===== config.mk =====
export PLATFORM = sky130hd
export DESIGN_NAME = frame_sequencer
export DESIGN_NICKNAME = d
export VERILOG_FILES = /design/src/rtl/frame_sequencer.sv
export SDC_FILE = /design/constraint.sdc
export NUM_CORES = 1
export LEC_CHECK = 0
export CORE_MARGIN = 4
export CORE_UTILIZATION = 45
export DETAILED_ROUTE_END_ITERATION = 16
export PLACE_DENSITY = 0.7
export REMOVE_ABC_BUFFERS = 1
export SETUP_SLACK_MARGIN = 0.4
export SLEW_MARGIN = 20
export SYNTH_ARGS = -nofsm -noshare
export SYNTH_HDL_FRONTEND = slang
export SYNTH_SLANG_ARGS = --single-unit

===== constraint.sdc =====
create_clock -name clk -period 4.75 [get_ports clk]
set_input_delay 0.95 -clock clk [delete_from_list [all_inputs] [get_ports clk]]
set_output_delay 0.95 -clock clk [all_outputs]
set_load 0.03 [all_outputs]

===== src/rtl/frame_sequencer.sv =====
// Acquisition sequencer: drives frame start/reset to the panel timing generator,
// picks per-frame integration time, counts frames and supervises busy/complete timeouts.
module frame_sequencer #(
  parameter int unsigned BUSY_TIMEOUT  = 1024,
  parameter logic [31:0] FRAME_TIMEOUT = 32'hFFFF_FFFF,
  parameter int unsigned GAP_W         = 16
) (
  input  logic             clk,
  input  logic             rst,
  input  logic             acq_start,
  input  logic             acq_stop,
  input  logic             acq_abort,
  input  logic [1:0]       cfg_mode,
  input  logic [15:0]      cfg_frame_count,
  input  logic [15:0]      cfg_integration_time,
  input  logic             cfg_dark_enable,
  input  logic [GAP_W-1:0] cfg_gap_cycles,
  output logic             tg_frame_start,
  output logic             tg_frame_reset,
  output logic [15:0]      tg_integration_time,
  input  logic             tg_frame_busy,
  input  logic             tg_frame_complete,
  output logic             acq_busy,
  output logic             frame_done,
  output logic             frame_is_dark,
  output logic [15:0]      frames_done,
  output logic             acq_done,
  output logic             acq_aborted,
  output logic             timeout_err
);

  typedef enum logic [2:0] {
    S_IDLE, S_ARM, S_WAIT_BUSY, S_WAIT_COMPLETE, S_GAP, S_ABORT, S_DONE
  } state_t;

  localparam logic [31:0] BUSY_LIMIT  = 32'(BUSY_TIMEOUT - 1);
  localparam logic [31:0] FRAME_LIMIT = FRAME_TIMEOUT - 32'd1;

  state_t             state_q, state_d;
  logic [1:0]         mode_q, mode_d;
  logic [15:0]        count_q, count_d;
  logic [15:0]        integ_q, integ_d;
  logic               dark_en_q, dark_en_d;
  logic [GAP_W-1:0]   gap_q, gap_d;
  logic [GAP_W-1:0]   gap_cnt_q, gap_cnt_d;
  logic [31:0]        tmr_q, tmr_d;
  logic               stop_pending_q, stop_pending_d;
  logic [15:0]        frames_done_q, frames_done_d;
  logic               frame_done_q, frame_done_d;
  logic               frame_is_dark_q, frame_is_dark_d;
  logic [15:0]        tg_integ_q, tg_integ_d;
  logic               tg_reset_q, tg_reset_d;
  logic               aborted_q, aborted_d;
  logic               timeout_q, timeout_d;

  logic               abort_req, stop_req, last_frame, gap_reached, next_dark;
  logic [15:0]        frames_inc, n_eff;
  logic [GAP_W:0]     gap_cnt_inc;

  assign abort_req   = acq_abort && (state_q != S_IDLE) && (state_q != S_ABORT);
  assign stop_req    = stop_pending_q || acq_stop;
  assign n_eff       = (count_q == 16'd0) ? 16'd1 : count_q;
  assign frames_inc  = (frames_done_q == 16'hFFFF) ? 16'hFFFF : frames_done_q + 16'd1;
  // Reserved mode 3 behaves like single.
  assign last_frame  = (mode_q == 2'd0) || (mode_q == 2'd3) ||
                       ((mode_q == 2'd1) && (frames_inc == n_eff)) || stop_req;
  assign gap_cnt_inc = {1'b0, gap_cnt_q} + {{GAP_W{1'b0}}, 1'b1};
  assign gap_reached = gap_cnt_inc >= {1'b0, gap_q};
  assign next_dark   = dark_en_q && frames_done_q[0];

  always_comb begin
    state_d         = state_q;
    mode_d          = mode_q;
    count_d         = count_q;
    integ_d         = integ_q;
    dark_en_d       = dark_en_q;
    gap_d           = gap_q;
    gap_cnt_d       = gap_cnt_q;
    tmr_d           = '0;
    stop_pending_d  = stop_pending_q;
    frames_done_d   = frames_done_q;
    frame_done_d    = 1'b0;
    frame_is_dark_d = frame_is_dark_q;
    tg_integ_d      = tg_integ_q;
    tg_reset_d      = 1'b0;
    aborted_d       = aborted_q;
    timeout_d       = timeout_q;

    if (acq_stop && (state_q inside {S_ARM, S_WAIT_BUSY, S_WAIT_COMPLETE, S_GAP}))
      stop_pending_d = 1'b1;

    // External abort outranks everything, including a same-cycle frame complete.
    if (abort_req) begin
      state_d    = S_ABORT;
      tg_reset_d = 1'b1;
      aborted_d  = 1'b1;
    end else begin
      case (state_q)
        S_IDLE: begin
          if (acq_start) begin
            mode_d          = cfg_mode;
            count_d         = cfg_frame_count;
            integ_d         = cfg_integration_time;
            dark_en_d       = cfg_dark_enable;
            gap_d           = cfg_gap_cycles;
            frames_done_d   = '0;
            aborted_d       = 1'b0;
            timeout_d       = 1'b0;
            stop_pending_d  = 1'b0;
            frame_is_dark_d = 1'b0;
            tg_integ_d      = cfg_integration_time;
            state_d         = S_ARM;
          end
        end
        S_ARM: begin
          tmr_d   = 32'd1;
          state_d = S_WAIT_BUSY;
        end
        S_WAIT_BUSY: begin
          if (tg_frame_busy) begin
            state_d = S_WAIT_COMPLETE;
          end else if (tmr_q >= BUSY_LIMIT) begin
            state_d    = S_ABORT;
            tg_reset_d = 1'b1;
            aborted_d  = 1'b1;
            timeout_d  = 1'b1;
          end else begin
            tmr_d = tmr_q + 32'd1;
          end
        end
        S_WAIT_COMPLETE: begin
          if (tg_frame_complete) begin
            frame_done_d  = 1'b1;
            frames_done_d = frames_inc;
            gap_cnt_d     = '0;
            state_d       = last_frame ? S_DONE : S_GAP;
          end else if (tmr_q >= FRAME_LIMIT) begin
            state_d    = S_ABORT;
            tg_reset_d = 1'b1;
            aborted_d  = 1'b1;
            timeout_d  = 1'b1;
          end else begin
            tmr_d = tmr_q + 32'd1;
          end
        end
        S_GAP: begin
          if (stop_req) begin
            state_d = S_DONE;
          end else if (gap_reached && !tg_frame_busy) begin
            frame_is_dark_d = next_dark;
            tg_integ_d      = next_dark ? 16'd0 : integ_q;
            state_d         = S_ARM;
          end else if (!gap_reached) begin
            gap_cnt_d = gap_cnt_q + 1'b1;
          end
        end
        S_ABORT: begin
          if (!tg_frame_busy) state_d = S_IDLE;
        end
        S_DONE:  state_d = S_IDLE;
        default: state_d = S_IDLE;
      endcase
    end
  end

  always_ff @(posedge clk or posedge rst) begin
    if (rst) begin
      state_q         <= S_IDLE;
      mode_q          <= '0;
      count_q         <= '0;
      integ_q         <= '0;
      dark_en_q       <= 1'b0;
      gap_q           <= '0;
      gap_cnt_q       <= '0;
      tmr_q           <= '0;
      stop_pending_q  <= 1'b0;
      frames_done_q   <= '0;
      frame_done_q    <= 1'b0;
      frame_is_dark_q <= 1'b0;
      tg_integ_q      <= '0;
      tg_reset_q      <= 1'b0;
      aborted_q       <= 1'b0;
      timeout_q       <= 1'b0;
    end else begin
      state_q         <= state_d;
      mode_q          <= mode_d;
      count_q         <= count_d;
      integ_q         <= integ_d;
      dark_en_q       <= dark_en_d;
      gap_q           <= gap_d;
      gap_cnt_q       <= gap_cnt_d;
      tmr_q           <= tmr_d;
      stop_pending_q  <= stop_pending_d;
      frames_done_q   <= frames_done_d;
      frame_done_q    <= frame_done_d;
      frame_is_dark_q <= frame_is_dark_d;
      tg_integ_q      <= tg_integ_d;
      tg_reset_q      <= tg_reset_d;
      aborted_q       <= aborted_d;
      timeout_q       <= timeout_d;
    end
  end

  assign tg_frame_start      = (state_q == S_ARM);
  assign tg_frame_reset      = tg_reset_q;
  assign tg_integration_time = tg_integ_q;
  assign acq_busy            = (state_q != S_IDLE);
  assign frame_done          = frame_done_q;
  assign frame_is_dark       = frame_is_dark_q;
  assign frames_done         = frames_done_q;
  assign acq_done            = (state_q == S_DONE);
  assign acq_aborted         = aborted_q;
  assign timeout_err         = timeout_q;

endmodule


==> results of run 1 <==
layer usage:
metal | part of all wire, % | wire length (microns)
met5 | 0 | 0
met1 | 48 | 8760
met4 | 1.6 | 289
met3 | 5.4 | 978
met2 | 45 | 8220
critical path: cells and delay by family (launching register included):
kind                       cells  cell delay [ns]
and+or+nand+nor                6             1.29
adders and majority gates      2             0.53
DFF                            1             0.42
AOI/OAI and AO/OA              5             1.39
xor gates and xnor gates       1             0.17
logic make-up (layout without fill, tap and decap cells):
group	after synthesis	in the layout
simple gates	399	399
compound gates	155	155
flops	140	140
buf+inv	67	167
xor+xnor	61	61
fa+ha+maj	22	22
mux	6	6
sequential cells by signal, indices dropped and copies added (netlist names), 2 cells and up:
register and flops:
tmr_q 32, gap_cnt_q 16, tg_integration_time 16, count_q 16, frames_done 16, mode_q 2, gap_q 16, state_q 3
integ_q 16
worst paths after layout:
| kind | startpoint | to | slack, ns |
|---|---|---|---|
| hold reg to reg | integ_q[4] | integ_q[4] | 0.47 |
| min in group asynchronous | rst | tg_integration_time[10] | 1.03 |
| setup reg to reg | gap_cnt_q[0] | tg_integration_time[13] | 0.84 |
| hold / removal | integ_q[4] | integ_q[4] | 0.47 |
| setup / recovery | gap_cnt_q[0] | tg_integration_time[13] | 0.84 |
| max in group asynchronous | rst | gap_q[8] | 2.81 |
area by class of cell:
cell class / count / area (sq um)
fill: 1431 / 6860
multi-input combinational: 643 / 3690
sequential: 140 / 3500
timing repair buffer: 107 / 1050
clock buffer: 20 / 467
tap: 216 / 270
clock inverter: 12 / 113
inverter: 28 / 110
cell usage in the layout, fill, tap and decap left out, drive strengths merged, types with 4 or more instances in the layout:
cell type,instances
nor2,65
nand4,14
inv,30
a21o,12
nor4,17
clkdlybuf4s50,97
o21ai,59
nor3,10
o31ai,4
xnor2,28
clkbuf,20
a22oi,17
nand3,35
ha,21
and3,14
nor2b,8
nand2b,5
clkinv,7
a21oi,24
a22o,5
xor2,33
buf,10
and4,4
and2,5
dfrtp,140
nand2,210
per-stage QoR:
| stage | setup slack [ns] | power (mW) | area, sq um |
|---|---|---|---|
| floorplan | 0.0471 | 2.69 | 7290 |
| global placement | 0.875 | 3.22 | 8610 |
| detailed placement | 0.677 | 3.26 | 8610 |
| CTS | 0.679 | 4.57 | 9190 |
| global route | 0.487 | 4.84 | 9200 |
| finish | 0.838 | 4.53 | 9200 |
Yosys cell counts (all sizes together) (3+ instances only):
| library cell | count | share of area (%) |
|---|---|---|
| o32ai | 3 | 0.35 |
| nor2b | 8 | 0.67 |
| inv | 27 | 1.4 |
| dfrtp | 140 | 47 |
| and3 | 14 | 1.2 |
| nand2b | 5 | 0.42 |
| nor2 | 65 | 3.3 |
| o31ai | 4 | 0.40 |
| a21o | 12 | 1.2 |
| clkbuf | 28 | 1.4 |
| a21oi | 24 | 1.8 |
| and4 | 4 | 0.47 |
| a211oi | 3 | 0.30 |
| xnor2 | 28 | 3.3 |
| a22o | 5 | 0.59 |
| o21ai | 59 | 4.0 |
| nand4 | 14 | 1.3 |
| o22ai | 3 | 0.25 |
| nor4 | 17 | 1.7 |
| xor2 | 33 | 3.9 |
| a31oi | 3 | 0.25 |
| mux2 | 3 | 0.45 |
| o2111ai | 3 | 0.35 |
| mux2i | 3 | 0.40 |
| buf | 11 | 0.76 |
| and2 | 5 | 0.42 |
| a22oi | 17 | 1.7 |
| nor3 | 10 | 0.67 |
| nand2 | 210 | 11 |
| nand3 | 35 | 2.4 |
| ha | 21 | 3.5 |
power breakdown:
part / switching (mW) / total (mW) / internal (mW) / leakage, nW
sequential: 0.278 / 1.79 / 1.51 / 1.83
combinational: 0.852 / 1.45 / 0.601 / 2.02
clock: 0.531 / 1.30 / 0.765 / 0.283
repair_timing:
action                                  in CTS  in global routing
resized for setup                            0                  1
hold buffers                                 0                  0
endpoints found under the setup margin       0                 16
==> out/qor.json, run 1 <==
{
  "status": "finished clean",
  "peakVddDrop_mv": 0.313,
  "drt_pass_1_iters": 5,
  "tns_ns": 0,
  "synth_xor_area_share_pct": 7.17,
  "groute.layer.met3.usage_pct": 4.93,
  "relSlewSlack_pct": 44.8,
  "yosys-mux-area-fraction_pct": 0.856,
  "finish.net_count": 1016,
  "netlist_instances": 850,
  "cts.root.buffer_cell": "clkbuf_16",
  "final.period_utilization_pct": 82.4,
  "rr_worst_depth": 14,
  "max_freq_mhz": 256,
  "post-place-cells": 1134,
  "hold-path-cell-count": 2,
  "critical-path-max-stage-delay_ns": 0.58,
  "grt_pass1_vias": 6182,
  "yosys_register_bits": 140,
  "hold_viol": 0,
  "grt_antenna_before_repair": 0,
  "std_cell_rows": 46,
  "core-area_sq_um": 16100,
  "route.detailed.vias_per_inst": 5.37,
  "critPathSlowestCell": "a211o_1",
  "crit_chain": "ha_1, nand3_1, nor3_2, nand3_1, xnor2_1, ha_1, nand3_1, or3_1, o31a_1, o211ai_1, o21bai_1, a211o_1, a22oi_1, nand2_1",
  "tritoncts.num_buffers": 17,
  "cpMostUsedCell": "nand3_1",
  "cap_viol_max_count": 0,
  "main_combinational_cell_family_by_area_after_synthesis": "simple AND/OR/NAND/NOR gates",
  "place.port_buffers": 97,
  "drt_iter0_drc": 547,
  "critical_path.endpoint_type": "register",
  "synth_simple_gate_area_share_pct": 24.4,
  "startpoint_type": "register",
  "clock_sink_count": 140,
  "path_clk_slew_ns": 0.06,
  "dieHeight_microns": 137,
  "final_cell_count_no_fill": 1166,
  "synthAdderAreaFrac_pct": 3.66,
  "cts_tree": "yes",
  "clk-insertion-delay-late_ns": 0.43,
  "initial_core_util_pct": 46.4,
  "wire_length_of_the_first_global_routing_pass_microns": 30600,
  "area_growth_pct": 23.4,
  "cts_htree_levels": 4,
  "crit_required_ns": 5.07,
  "period_minus_slack_ns": 3.91,
  "gr-usage-met1_pct": 29.6,
  "hold-worst-slack_ns": 0.475,
  "drive_above_1_share_pct": 5.79,
  "slew_viol_final": 0,
  "timing_worst_slew_pin_value_ns": 0.820,
  "hpwl_reported_at_the_end_of_detailed_placement_microns": 12600,
  "synth_cell_types": 63,
  "finish.utilization_pct": 57.3,
  "synthArstFlopShare_pct": 100,
  "finalWeightedCongestion": 0.846,
  "synth.yosys.warnings": 0,
  "routedWlPerCell_microns": 15.6,
  "route.vias.total": 6264,
  "final_setup_skew_ns": 0.00852,
  "setup_viol_count_final": 0,
  "synth_seq_area_share_pct": 47.0,
  "grt.total_usage_pct": 20.6,
  "cell_area_synth_sq_um": 7450,
  "rsz0062_at_grt": "false",
  "clockBufferDepth": 2,
  "synthesis.area_per_instance_sq_um": 8.77,
  "worst-setup-path-type": "register to register",
  "num_io_pins": 98,
  "routing_usage_on_met2_pct": 31.1,
  "antennaDiodeCount": 0,
  "power_leakage_nw": 4.14,
  "largest_net_degree_at_the_start_of_global_routing": 90,
  "ys_dominant_reg_cell": "dfrtp_1",
  "overflow": 0,
  "synth_compound_gate_area_share_pct": 13.3,
  "cp_data_arrival_time_ns": 4.23,
  "detail_route.wirelength_microns": 18200,
  "synth-edff-count": 0,
  "ant_nets_after_route": 0,
  "die_x_microns": 137,
  "post-route-drc-count": 0,
  "critical_path_peak_fanout": 17,
  "design.die.area_sq_um": 18700,
  "cts_setup_buffers": 0,
  "min_path_type": "register to register",
  "power_per_cell_area_nw_per_um2": 493,
  "global_route.peak_usage_layer": "met2"
}
Note: power is estimated with default switching activity, not from simulation.
==> run 2, diff against run 1 <==
Settings changed: PLACE_DENSITY 0.7 to 0.67.
Clock period 4.75 ns to 4.1 ns, I/O delays scaled along.
==> run 2 against run 1 <==
Compared with the run above:
- critical path depth grew 1
- sequential share of layout area shrank 1.1 points
- clock skew shrank 0.0034 ns
- register-to-register slack lost 0.34 ns
- core utilization up 1.7 points
- critical endpoint is now tg_integration_time[9]
- clock power grew 22%
==> out/qor.json, run 2 (synthesis results as in run 1) <==
{
  "clockBufferDepth": {"value": 2, "change": "unchanged"},
  "routedWlPerCell": {"value": 16.0, "unit": "microns", "change": "+2.3%"},
  "setup_viol_count_final": {"value": 0, "change": "unchanged"},
  "placement.cell_area": {"value": 8660, "unit": "sq um", "change": "+0.61%"},
  "place.port_buffers": {"value": 97, "change": "unchanged"},
  "hpwl_reported_at_the_end_of_detailed_placement": {"value": 12700, "unit": "microns", "change": "+0.29%"},
  "dieHeight": {"value": 137, "unit": "microns", "change": "unchanged"},
  "clk-insertion-delay-late": {"value": 0.43, "unit": "ns", "change": "about the same"},
  "finish.net_count": {"value": 1032, "change": "+1.6%"},
  "final.period_utilization": {"value": 87.9, "unit": "%", "change": "+5.6 points"},
  "power_leakage": {"value": 4.23, "unit": "nW", "change": "+2.3%"},
  "rsz0062_at_grt": "false",
  "cts_tree": "yes",
  "num_io_pins": {"value": 98, "change": "unchanged"},
  "relSlewSlack": {"value": 32.3, "unit": "%", "change": "-13 points"},
  "finalWeightedCongestion": {"value": 0.893, "change": "+5.5%"},
  "timing_worst_slew_pin_value": {"value": 1.02, "unit": "ns", "change": "+0.196 ns"},
  "drt_iter0_drc": {"value": 476, "change": "-13%"},
  "filler_cell_count": {"value": 1429, "change": "-0.14%"},
  "die_x": {"value": 137, "unit": "microns", "change": "unchanged"},
  "ff_latch_area": {"value": 3510, "unit": "sq um", "change": "+0.11%"},
  "overflow": {"value": 0, "change": "unchanged"},
  "cap_viol_max_count": {"value": 0, "change": "unchanged"},
  "cts.root.buffer_cell": "clkbuf_16",
  "post-route-drc-count": {"value": 0, "change": "unchanged"},
  "core-area": {"value": 16100, "unit": "sq um", "change": "unchanged"},
  "grt_pass1_vias": {"value": 6218, "change": "+0.58%"},
  "crit_required": {"value": 4.41, "unit": "ns", "change": "-0.66 ns"},
  "layout.cells.most_common_list": "nand2_1 (210), dfrtp_1 (137), clkdlybuf4s50_1 (97)",
  "antennaDiodeCount": {"value": 0, "change": "unchanged"},
  "dp_slack": {"value": 0.239, "unit": "ns", "change": "-0.438 ns"},
  "critical_path_peak_fanout": {"value": 8, "change": "-9"},
  "drive_above_1_share": {"value": 9.43, "unit": "%", "change": "+3.6 points"},
  "wire_length_of_the_first_global_routing_pass": {"value": 31200, "unit": "microns", "change": "+1.8%"},
  "clock_sink_count": {"value": 140, "change": "unchanged"},
  "power_per_cell_area": {"value": 573, "unit": "nW/um^2", "change": "+16%"},
  "route.vias.total": {"value": 6414, "change": "+2.4%"},
  "path_clk_slew": {"value": 0.06, "unit": "ns", "change": "about the same"},
  "routed_met2_length": {"value": 8690, "unit": "microns", "change": "+5.7%"},
  "detailroute.wirelength.met3": {"value": 1120, "unit": "microns", "change": "+15%"},
  "initial_core_util": {"value": 46.4, "unit": "%", "change": "unchanged"},
  "largest_reg_flops": {"value": 32, "change": "unchanged"},
  "startpoint_type": "register",
  "finished_cell_area": {"value": 9470, "unit": "sq um", "change": "+3.0%"},
  "critical_path.endpoint_type": "register",
  "area_growth_pct": 27.1,
  "status": "finished clean",
  "registers.top_by_ff_count": "tmr_q",
  "min_path_type": "register to register",
  "route.detailed.vias_per_inst": {"value": 5.43, "change": "+1.1%"},
  "hold_viol": {"value": 0, "change": "unchanged"},
  "period_minus_slack": {"value": 3.60, "unit": "ns", "change": "-0.308 ns"},
  "wl_met1": {"value": 8910, "unit": "microns", "change": "+1.7%"},
  "slew_viol_final": {"value": 0, "change": "unchanged"},
  "worst-setup-path-type": "register to register",
  "final_common_cell": "nand2_1",
  "grt.total_usage": {"value": 21.0, "unit": "%", "change": "+0.34 points"},
  "finish.utilization": {"value": 59.0, "unit": "%", "change": "+1.7 points"},
  "tritoncts.num_buffers": {"value": 17, "change": "unchanged"},
  "cts_htree_levels": {"value": 4, "change": "unchanged"},
  "final_setup_skew": {"value": 0.00510, "unit": "ns", "change": "-0.00341 ns"},
  "ant_nets_after_route": {"value": 0, "change": "unchanged"},
  "max_freq": {"value": 277, "unit": "MHz", "change": "+8.5%"},
  "peakVddDrop": {"value": 0.507, "unit": "mV", "change": "+62%"},
  "cts_hold_repair.buffers": {"value": 0, "change": "unchanged"},
  "finalWorstSetupSlack": {"value": 0.496, "unit": "ns", "change": "-0.342 ns"},
  "routed.top_layer": "met4",
  "drt_pass_1_iters": {"value": 5, "change": "unchanged"},
  "detail_route.wirelength": {"value": 18900, "unit": "microns", "change": "+3.6%"},
  "design.die.area": {"value": 18700, "unit": "sq um", "change": "unchanged"},
  "cp_data_arrival_time": {"value": 3.92, "unit": "ns", "change": "-0.31 ns"},
  "largest_net_degree_at_the_start_of_global_routing": {"value": 82, "change": "-8.9%"},
  "std_cell_rows": {"value": 46, "change": "unchanged"},
  "grt_antenna_before_repair": {"value": 0, "change": "unchanged"},
  "multi_input_comb_area": {"value": 3820, "unit": "sq um", "change": "+3.7%"}
}
[run 2: worst paths after layout]
kind                                    from                      to  slack, ns  cells past startpoint
worst max-delay path            gap_cnt_q[0]  tg_integration_time[9]       0.50                     15
worst min-delay path              integ_q[8]              integ_q[8]       0.47                      2
worst max register to register  gap_cnt_q[0]  tg_integration_time[9]       0.50                     15
worst min register to register    integ_q[8]              integ_q[8]       0.47                      2
max in group asynchronous                rst             count_q[11]       2.43                      3
min in group asynchronous                rst              integ_q[1]       0.90                      2
[run 2: metrics by stage]
step	hold WS, ns	total power [mW]	TNS (ns)	cells
4_1_cts	0.478	5.41	0	1173
3_5_place_dp	0.463	3.77	0	1141
2_1_floorplan	0.447	3.12	-66.20	811
5_1_grt	0.500	5.80	0	1181
6_report	0.474	5.43	0	1181
3_3_place_gp	0.458	3.74	0	1141
[run 2: per-layer routing]
layer | GRT usage, % | up-vias
met2 | 31.5 | 158
li1 | - | 3148
met5 | 0 | -
met4 | 4.42 | 0
met3 | 5.55 | 19
met1 | 30.6 | 3089
[run 2: timing repair]
action / CTS / global route
pin swaps: 1 / 7
setup endpoints to repair: 17 / 35
buffers inserted: 0 / 6
resized for setup: 4 / 24
cloned: 1 / 2
[run 2: final cells by class]
cell class / count / share of cell area (%)
Inverter: 28 / 1.16
Clock buffer: 17 / 4.49
Timing Repair Buffer: 121 / 12.2
Sequential cell: 140 / 37.0
Clock inverter: 14 / 1.95
Tap cell: 216 / 2.85
Multi-Input combinational cell: 645 / 40.4
[run 2: critical path, stage by stage (launching register included)]
cell and delay, ns:
dfrtp_2 0.43, nand2_1 0.08, nor2_2 0.13, and3_4 0.21, and3_4 0.22, nand3_2 0.11
xnor2_2 0.16, ha_1 0.32, nand3_2 0.11, or3_1 0.41, o31a_1 0.26, o211ai_1 0.17
o21bai_4 0.16, a211o_4 0.44, a22oi_1 0.20, nand2_1 0.07
[run 2: power by group]
part | switching, mW | internal [mW] | leakage [nW]
Sequential | 0.322 | 1.75 | 1.83
Combinational | 1.03 | 0.736 | 2.10
Clock | 0.628 | 0.966 | 0.295
